--- src/rtl/cpu_job_pkg.sv ---
// Shared types and default constants for the CPU job loader.
package cpu_job_pkg;

  typedef enum logic [1:0] {
    ST_IDLE = 2'd0,
    ST_LOAD = 2'd1,
    ST_RUN  = 2'd2,
    ST_DONE = 2'd3
  } job_state_t;

  localparam logic [2:0]  FUNCT3_SW     = 3'b010;
  localparam logic [31:0] ARG_BASE_DEF  = 32'h0200_0000;
  localparam logic [31:0] RES_BASE_DEF  = 32'h0200_0010;
  localparam logic [31:0] DONE_ADDR_DEF = 32'h0200_0040;

endpackage

--- src/rtl/job_result_buf.sv ---
// Result register file: one write port, one combinational read port,
// a written-bit per slot and a count of distinct slots written.
module job_result_buf #(
  parameter int DEPTH  = 9,
  parameter int DATA_W = 32
) (
  input  logic              clk,
  input  logic              reset,
  input  logic              clr,
  input  logic              we,
  input  logic [4:0]        widx,
  input  logic [DATA_W-1:0] wdata,
  input  logic [4:0]        rd_idx,
  output logic [DATA_W-1:0] rd_data,
  output logic [5:0]        count
);

  logic [DATA_W-1:0] slots [DEPTH];
  logic [DEPTH-1:0]  written;
  logic              fresh;

  // First write to a slot is what advances the count.
  always_comb begin
    fresh = 1'b0;
    for (int i = 0; i < DEPTH; i++) begin
      fresh = fresh | ((widx == 5'(i)) & ~written[i]);
    end
  end

  // Slot storage, written bits and count, cleared on reset or new job.
  always_ff @(posedge clk) begin
    if (reset || clr) begin
      for (int i = 0; i < DEPTH; i++) begin
        slots[i] <= '0;
      end
      written <= '0;
      count   <= 6'd0;
    end else if (we) begin
      for (int i = 0; i < DEPTH; i++) begin
        if (widx == 5'(i)) begin
          slots[i]   <= wdata;
          written[i] <= 1'b1;
        end
      end
      if (fresh) begin
        count <= count + 6'd1;
      end
    end else begin
      count <= count;
    end
  end

  // Indices at or beyond DEPTH match no slot and read as zero.
  always_comb begin
    rd_data = '0;
    for (int i = 0; i < DEPTH; i++) begin
      rd_data = rd_data | ({DATA_W{rd_idx == 5'(i)}} & slots[i]);
    end
  end

endmodule

--- src/rtl/cpu_job_loader.sv ---
// Loads job arguments into data memory, runs the CPU and captures its results.
// Optional watchdog enabled by defining CPU_JOB_LOADER_TIMEOUT_EN.
module cpu_job_loader
  import cpu_job_pkg::*;
#(
  parameter int                DATA_W      = 32,
  parameter int                ADDR_W      = 32,
  parameter int                NUM_ARGS    = 2,
  parameter logic [ADDR_W-1:0] ARG_BASE    = ADDR_W'(ARG_BASE_DEF),
  parameter logic [ADDR_W-1:0] RES_BASE    = ADDR_W'(RES_BASE_DEF),
  parameter int                RES_DEPTH   = 9,
  parameter logic [ADDR_W-1:0] DONE_ADDR   = ADDR_W'(DONE_ADDR_DEF),
  parameter int                TIMEOUT_CYC = 65535
) (
  input  logic                       clk,
  input  logic                       reset,
  input  logic                       start,
  input  logic [NUM_ARGS*DATA_W-1:0] args,
  input  logic                       cpu_we,
  input  logic [ADDR_W-1:0]          cpu_addr,
  input  logic [DATA_W-1:0]          cpu_wdata,
  input  logic [2:0]                 cpu_funct3,
  output logic                       mem_we,
  output logic [ADDR_W-1:0]          mem_addr,
  output logic [DATA_W-1:0]          mem_wdata,
  output logic [2:0]                 mem_funct3,
  output logic                       cpu_rst,
  output logic                       busy,
  output logic                       done,
  output logic [5:0]                 res_count,
  input  logic [4:0]                 rd_idx,
  output logic [DATA_W-1:0]          rd_data,
  output logic                       timed_out
);

  localparam logic [4:0]        LAST_ARG = 5'(NUM_ARGS - 1);
  localparam logic [ADDR_W-1:0] RES_SPAN = ADDR_W'(4 * RES_DEPTH);

  job_state_t                state;
  logic [NUM_ARGS*DATA_W-1:0] arg_lat;
  logic [4:0]                 arg_k;
  logic                       in_run;
  logic                       job_start;
  logic [ADDR_W-1:0]          res_off;
  logic                       res_hit;
  logic                       done_hit;
  logic                       timeout_hit;

  assign in_run    = (state == ST_RUN);
  assign job_start = start && ((state == ST_IDLE) || (state == ST_DONE));
  assign res_off   = cpu_addr - RES_BASE;
  assign res_hit   = in_run && cpu_we && (res_off[1:0] == 2'b00) && (res_off < RES_SPAN);
  assign done_hit  = in_run && cpu_we && (cpu_addr == DONE_ADDR) && (cpu_wdata != '0);

`ifdef CPU_JOB_LOADER_TIMEOUT_EN
  logic [31:0] run_cnt;
  logic        timed_out_r;
  assign timeout_hit = in_run && (run_cnt == 32'(TIMEOUT_CYC - 1));
  assign timed_out   = timed_out_r;

  // Watchdog: counts RUN cycles from zero and flags a watchdog exit.
  always_ff @(posedge clk) begin
    if (reset) begin
      run_cnt     <= 32'd0;
      timed_out_r <= 1'b0;
    end else if (job_start) begin
      run_cnt     <= 32'd0;
      timed_out_r <= 1'b0;
    end else if (state == ST_LOAD) begin
      run_cnt     <= 32'd0;
    end else if (in_run) begin
      run_cnt     <= run_cnt + 32'd1;
      timed_out_r <= timeout_hit && !done_hit;
    end else begin
      run_cnt     <= run_cnt;
    end
  end
`else
  wire unused_timeout_cfg = ^(32'(TIMEOUT_CYC));
  assign timeout_hit = 1'b0;
  assign timed_out   = 1'b0;
`endif

  // Job sequencing and the registered control outputs.
  always_ff @(posedge clk) begin
    if (reset) begin
      state   <= ST_IDLE;
      cpu_rst <= 1'b1;
      busy    <= 1'b0;
      done    <= 1'b0;
      arg_k   <= 5'd0;
      arg_lat <= '0;
    end else begin
      case (state)
        ST_IDLE, ST_DONE: begin
          cpu_rst <= 1'b1;
          if (start) begin
            arg_lat <= args;
            arg_k   <= 5'd0;
            busy    <= 1'b1;
            done    <= 1'b0;
            state   <= ST_LOAD;
          end
        end
        ST_LOAD: begin
          if (arg_k == LAST_ARG) begin
            arg_k   <= 5'd0;
            cpu_rst <= 1'b0;
            state   <= ST_RUN;
          end else begin
            arg_k   <= arg_k + 5'd1;
          end
        end
        ST_RUN: begin
          if (done_hit || timeout_hit) begin
            cpu_rst <= 1'b1;
            busy    <= 1'b0;
            done    <= 1'b1;
            state   <= ST_DONE;
          end
        end
        default: begin
          cpu_rst <= 1'b1;
          busy    <= 1'b0;
          done    <= 1'b0;
          state   <= ST_IDLE;
        end
      endcase
    end
  end

  // Data-memory write mux: argument writes in LOAD, CPU pass-through otherwise.
  always_comb begin
    mem_we     = 1'b0;
    mem_addr   = cpu_addr;
    mem_wdata  = cpu_wdata;
    mem_funct3 = cpu_funct3;
    case (state)
      ST_LOAD: begin
        mem_we     = 1'b1;
        mem_addr   = ARG_BASE + ADDR_W'({arg_k, 2'b00});
        mem_wdata  = arg_lat[arg_k*DATA_W +: DATA_W];
        mem_funct3 = FUNCT3_SW;
      end
      ST_RUN: begin
        mem_we = cpu_we;
      end
      default: begin
        mem_we = 1'b0;
      end
    endcase
  end

  job_result_buf #(
    .DEPTH  (RES_DEPTH),
    .DATA_W (DATA_W)
  ) u_buf (
    .clk     (clk),
    .reset   (reset),
    .clr     (job_start),
    .we      (res_hit),
    .widx    (res_off[6:2]),
    .wdata   (cpu_wdata),
    .rd_idx  (rd_idx),
    .rd_data (rd_data),
    .count   (res_count)
  );

endmodule

--- config.mk ---
export PLATFORM = sky130hd
export DESIGN_NAME = cpu_job_loader
export DESIGN_NICKNAME = d
export VERILOG_FILES = /design/src/rtl/cpu_job_pkg.sv /design/src/rtl/job_result_buf.sv /design/src/rtl/cpu_job_loader.sv
export SDC_FILE = /design/constraint.sdc
export NUM_CORES = 1
export LEC_CHECK = 0
export BUFFER_PORTS_ARGS = -buffer_cell sky130_fd_sc_hd__buf_2
export CAP_MARGIN = 40
export CORE_UTILIZATION = 27
export DETAILED_ROUTE_END_ITERATION = 7
export GPL_TIMING_DRIVEN = 0
export PLACE_DENSITY = 0.5
export SYNTH_ARGS = -nofsm -noshare
export SYNTH_HDL_FRONTEND = slang
export SYNTH_SLANG_ARGS = --single-unit
--- constraint.sdc ---
create_clock -name clk -period 6.8 [get_ports clk]
set_input_delay 0.68 -clock clk [delete_from_list [all_inputs] [get_ports clk]]
set_output_delay 0.68 -clock clk [all_outputs]
set_load 0.005 [all_outputs]
==> results.md, run 1 <==
* Gr ovfl total at 0
* DRC viols at 0
* CTS tree: done
* Pins Over Slew Limit at 0
* Initial antenna violation count at 6
* Worst vdd ir at 0.207 mV
* Worst skew pair latency at 0.57 ns
* Fin nets at 1704
* Startpoint types: input pin
* Final ANT Viol Nets at 0
* Post-CTS Setup Bufs at 0
* Data arrival time of the worst path at 4.79 ns
* Chip width at 241 um
* Outcome: finished clean
* Synth area leader: edfxtp_1
* Leakage power at 7.40 nW
* Initial core utilization at 0.273
* Top_reg_cell synth: edfxtp_1
* Cell Pwr Density at 350 mW/mm^2
* Worst Max-Slew Pin Slew at 0.954 ns
* Placed wire-length estimate at 37700 um
* EDFF count, synth at 288
* Max-Cap Viols at 0
* Final setup viols at 0
* Filler Cell Count at 5720
* R2r setup slk at 2.67 ns
* DRT iter0 DRCs at 793
* Core Region at 0.0564 mm^2
* Ports at 250
* Delay of the slowest critical-path stage at 0.98 ns
* Yosys Warn Count at 0
* Clk pin slew, worst setup/hold paths at 0.06 ns
* Max layer used: met5
* Via count at 11539
* CP required at 7.06 ns
* DP Area at 0.0183 mm^2
* Slew headroom at 0.359
* H-tree levels at 2
* Number of port buffers at 243
* HP Class: input pin to flip-flop
* Total power at 6.87 mW
* Via density at 4.92
* FF+latch count, synth at 377
* Met3 WL at 3560 um
* Final instance area at 0.0196 mm^2
* Max Freq at 221 MHz
* Wirelength, routed at 50900 um
* Final worst-path cycle share at 0.666
* Clk sink count at 377
* Synth cell types at 69
* Clk_skew at 0.0156 ns
* Largest net degree at the start of global routing at 18
* Crit path max fanout at 12
* Crit end category: flip-flop
* Worst slack, placed at 1.72 ns
* CP max-delay cell: o31ai_4
* Met1 WL at 21300 um
* Die area at 0.0581 mm^2
* Met2 WL at 24800 um
* Placer Congestion at 0.857
* Root buffer selected by CTS: clkbuf_16
* Aggregate global-route resource usage at 0.173
* Layout Area Growth over Synthesis at 27.2%
* Die Y at 241 um
* Crit Path Category: input pin to flip-flop
* Sequential-to-total area share from yosys stat at 0.676
* Post-CTS resize count at 0
* Via count of the first global-routing pass at 11565
* Mapped Avg Cell Area at 12.6 um^2
* Drt wl/cell at 21.7 um
* First-pass GRT wire length at 74200 um
* Mapped Nets at 1368
* Mapped cell area at 0.0154 mm^2
* Max Buffers Root-to-Sink at 3
* Placed Cells at 2268
* Async S/R FF share, synth at 0
* Worst Hold Slack at 0.357 ns
* Final WS setup at 2.27 ns
* Post-synth top area share at 0.561
* Hold Violations, Final at 0
* Tmin final at 4.53 ns
* RSZ-0062 raised after global routing: false
* Drt first pass iters at 7
* Hold buffers post-CTS at 0
* CP Cell Sequence: clkbuf_1, or4b_1, nor4_1, nand4_1, nor4_2, nand3_1, o31ai_4, buf_16, buf_8
* Std-Cell Rows at 87
* Cell Count, Final, Fillers Out at 2346
* Gate Count Post-Synth at 1222
* Cts bufs inserted at 41
* Synth top area cells: edfxtp_1 56%, dfxtp_1 12%, nand2_1 3.7%
* Ratio of cells with drive above 1 in the final layout at 0.235
-- where the power goes --
group / switching (mW) / total, mW / internal (mW)
registers: 0.125 / 3.08 / 2.96
clock network: 0.923 / 2.22 / 1.30
logic: 1.02 / 1.57 / 0.549
total: 2.07 / 6.87 / 4.80
-- layer usage --
layer,global-route usage,vias up
met2,0.294,365
li1,-,5392
met5,0,-
met3,0.0445,76
met1,0.218,5698
met4,0.0472,8
-- worst max-delay path, delay by kind of cell --
kind / cells / cell delay [ns]
buffers and inverters: 3 / 0.77
AND/OR/NAND/NOR: 5 / 2.33
AO/OA/AOI/OAI: 1 / 0.98
-- registers in the layout, indices dropped and copies added (netlist names) --
signal,count
arg_k,5
arg_lat,64
busy,1
cpu_rst,1
done,1
state,2
u_buf.count,6
u_buf.slots,288
u_buf.written,9
-- cell usage in the layout (no fill, tap or decap), types with 5 or more instances in the layout --
cell type    n
a21oi_1     77
a221oi_1    31
a222oi_1    29
a22o_1      27
a22oi_1     39
a31oi_1      7
buf_1       10
buf_16       9
buf_2      259
buf_4       12
buf_8        8
clkbuf_1    93
clkbuf_16   42
clkinv_1     7
dfxtp_1     89
edfxtp_1   288
ha_1         6
inv_1       46
mux2_2       5
mux2i_1     41
nand2_1    150
nand2b_1     6
nand3_1     32
nand4_1     13
nor2_1      33
nor2b_1     31
nor3_1      44
nor4_1      19
o21ai_0      5
o21ai_4      5
o22ai_1     31
or3_1       10
or4_1        5
-- synth_stat cells (29+ instances only) --
| library cell | count |
|---|---|
| a21oi_1 | 77 |
| a221oi_1 | 31 |
| edfxtp_1 | 288 |
| a222oi_1 | 29 |
| dfxtp_1 | 89 |
| nand2_1 | 150 |
| nor3_1 | 44 |
| nand3_1 | 32 |
| o22ai_1 | 31 |
| clkbuf_1 | 77 |
| a22oi_1 | 39 |
| mux2i_1 | 41 |
| inv_1 | 46 |
| nor2_1 | 33 |
| nor2b_1 | 31 |
-- logic make-up (layout without fill, tap and decap cells) --
logic type               count (synthesis)  count (layout)  synth area share
multiplexers                            46              46            0.0303
flip-flops                             377             377             0.676
adder cells (fa/ha/maj)                  6               6           0.00487
buffers and inverters                  135             502            0.0337
other                                    1               2          0.000243
AO/OA/AOI/OAI                          284             284             0.133
XOR/XNOR                                 5               5           0.00284
AND/OR/NAND/NOR                        368             368             0.119
-- final cells by class --
class                           count  area, um^2  share of cell area
Timing Repair Buffer              293        1820              0.0928
Tap cell                          756         946              0.0482
Antenna cell                        1        2.50            0.000128
Buffer                             89         347              0.0177
Clock buffer                       58        1110              0.0567
Clock inverter                     16         200              0.0102
Multi-Input combinational cell    710        4580               0.234
Sequential cell                   377       10400               0.532
Inverter                           46         173             0.00880
-- worst paths after layout --
kind	start	cells past startpoint	end
max	cpu_addr[25]	9	u_buf.slots[0][207]$_DFFE_PP_
min	args[10]	3	arg_lat[10]$_SDFFE_PP0P_
min reg2reg	u_buf.written[7]$_SDFFE_PP0P_	2	u_buf.written[7]$_SDFFE_PP0P_
max reg2reg	state[0]$_SDFFE_PP0P_	10	u_buf.slots[0][207]$_DFFE_PP_
-- per-stage QoR --
step | TNS [ns] | utilization
6_report | 0 | 0.348
2_1_floorplan | 0 | -
4_1_cts | 0 | 0.347
5_1_grt | 0 | 0.348
3_3_place_gp | -300.71 | 0.312
3_5_place_dp | 0 | 0.324
Note: power is estimated with default switching activity, not from simulation.
==> run 2: changes to the inputs <==
--- a/config.mk
+++ b/config.mk
@@ -10,7 +10,7 @@
 export CORE_UTILIZATION = 27
 export DETAILED_ROUTE_END_ITERATION = 7
 export GPL_TIMING_DRIVEN = 0
-export PLACE_DENSITY = 0.5
+export PLACE_DENSITY = 0.52
 export SYNTH_ARGS = -nofsm -noshare
 export SYNTH_HDL_FRONTEND = slang
 export SYNTH_SLANG_ARGS = --single-unit
==> constraint.sdc (replaced) <==
create_clock -name clk -period 3.8 [get_ports clk]
set_input_delay 0.38 -clock clk [delete_from_list [all_inputs] [get_ports clk]]
set_output_delay 0.38 -clock clk [all_outputs]
set_load 0.005 [all_outputs]
==> results.md, run 2 (synthesized netlist as in run 1, its figures left out) <==
* RSZ-0062 raised after global routing: false
* Internal at 8.40 mW
* Core Region at 0.0564 mm^2
* Clk pin slew, worst setup/hold paths at 0.06 ns
* Crit end category: flip-flop
* Drt wl/cell at 21.3 um
* Commonest non-fill, non-tap cell in the layout: edfxtp_1
* Commonest cells after routing, fill and taps aside: 288 x edfxtp_1, 259 x buf_2, 150 x nand2_1
* Die Y at 241 um
* Max Freq at 273 MHz
* Final WS setup at 0.135 ns
* Placer Congestion at 0.848
* CP required at 4.07 ns
* HP Class: input pin to flip-flop
* Worst vdd ir at 0.288 mV
* Max-Cap Viols at 0
* Startpoint types: input pin
* Drt first pass iters at 5
* Aggregate global-route resource usage at 0.172
* Largest net degree at the start of global routing at 20
* Outcome: finished clean
* Via count of the first global-routing pass at 11658
* Final setup viols at 0
* Via density at 4.91
* Hold buffers post-CTS at 0
* Net Switching at 3.71 mW
* Ratio of cells with drive above 1 in the final layout at 0.248
* Setup_tns at 0 ns
* CTS tree: done
* Clk pwr share at 0.309
* Via count at 11581
* Root buffer selected by CTS: clkbuf_16
* H-tree levels at 2
* Slew headroom at 0.398
* DRC viols at 0
* Worst Max-Slew Pin Slew at 0.903 ns
* Max Buffers Root-to-Sink at 3
* Die area at 0.0581 mm^2
* Pins Over Slew Limit at 0
* Gate power share at 0.236
* Total power at 12.1 mW
* Max reg flops at 288
* Initial core utilization at 0.273
* Number of port buffers at 243
* Seq pwr share at 0.455
* Final worst-path cycle share at 0.965
* Hold Violations, Final at 0
* Crit Path Category: input pin to flip-flop
* Wirelength, routed at 50100 um
* Data arrival time of the worst path at 3.94 ns
* Cts bufs inserted at 41
* Clk sink count at 377
* Tmin final at 3.67 ns
* Final ANT Viol Nets at 0
* Most flops, register: u_buf.slots
* Chip width at 241 um
* Worst slack, placed at -0.852 ns
* Placed wire-length estimate at 36700 um
* Switching portion of total power at 0.307
* DRT iter0 DRCs at 804
* Worst skew pair latency at 0.58 ns
* Std-Cell Rows at 87
* Leakage power at 7.45 nW
* Layout Area Growth over Synthesis at 27.9%
* Cell Pwr Density at 614 mW/mm^2
* Ports at 250
* Largest registers: u_buf.slots: 288 flops, arg_lat: 64 flops, u_buf.written: 9 flops
* First-pass GRT wire length at 73900 um
* Clk_skew at 0.0266 ns
* Crit path max fanout at 19
* Gr ovfl total at 0
* Fin nets at 1716
* Initial antenna violation count at 1
-- run 2: critical path: stages --
cell,delay (ns)
buf_2,0.10
or4_4,0.57
nor2_1,0.34
o2bb2ai_1,0.18
or4_1,0.55
buf_2,0.18
or4b_4,0.51
buf_6,0.17
o21ai_4,0.69
buf_16,0.24
-- run 2: stage by stage --
step / area (um^2) / instances / util / hold slack [ns]
after floorplan: 15500 / 1222 / - / 0.422
after global placement: 17600 / 2221 / 0.313 / 0.433
after detailed placement: 18300 / 2272 / 0.325 / 0.445
after CTS: 19700 / 2355 / 0.349 / 0.0132
after global routing: 19700 / 2357 / 0.350 / 0.0355
final: 19700 / 2359 / 0.350 / 0.0477
-- run 2: final cells by class --
class                           instances  area (um^2)
Timing Repair Buffer                  305         1950
Clock inverter                         20          181
Buffer                                 89          347
Fill cell                            5711        36700
Sequential cell                       377        10400
Clock buffer                           54         1070
Tap cell                              756          946
Inverter                               46          173
Antenna cell                            2         5.00
Multi-Input combinational cell        710         4620
-- run 2: final timing paths --
path / start / endpoint / slack [ns] / depth (start not counted)
worst max register to register: state[0]$_SDFFE_PP0P_ / u_buf.slots[0][233]$_DFFE_PP_ / 0.38 / 10
worst max-delay path: cpu_addr[24] / u_buf.slots[0][45]$_DFFE_PP_ / 0.13 / 10
worst min-delay path: args[5] / arg_lat[5]$_SDFFE_PP0P_ / 0.05 / 3
worst min register to register: u_buf.written[7]$_SDFFE_PP0P_ / u_buf.written[7]$_SDFFE_PP0P_ / 0.45 / 2
-- run 2: power groups by stage --
| stage | clock, mW | combinational, mW | sequential [mW] |
|---|---|---|---|
| after global routing | 3.99 | 3.11 | 5.57 |
| after detailed placement | 0 | 2.83 | 5.60 |
| after global placement | 0 | 2.54 | 5.62 |
| after CTS | 3.84 | 2.90 | 5.51 |
| after floorplan | 0 | 1.45 | 5.55 |
| final | 3.75 | 2.86 | 5.51 |
-- run 2: repair_timing --
action,in CTS,in global routing
endpoints found under the setup margin,168,202
pin swaps,4,0
buffers inserted,9,0
endpoints found under the hold margin,0,0
gates resized for setup,6,2
-- run 2: per-layer routing --
layer | global-route usage | share of wire | up-vias
met1 | 0.230 | 0.44 | 5683
li1 | - | - | 5408
met3 | 0.0311 | 0.068 | 66
met2 | 0.282 | 0.47 | 422
met4 | 0.0535 | 0.023 | 2
met5 | 0 | 0.00016 | -
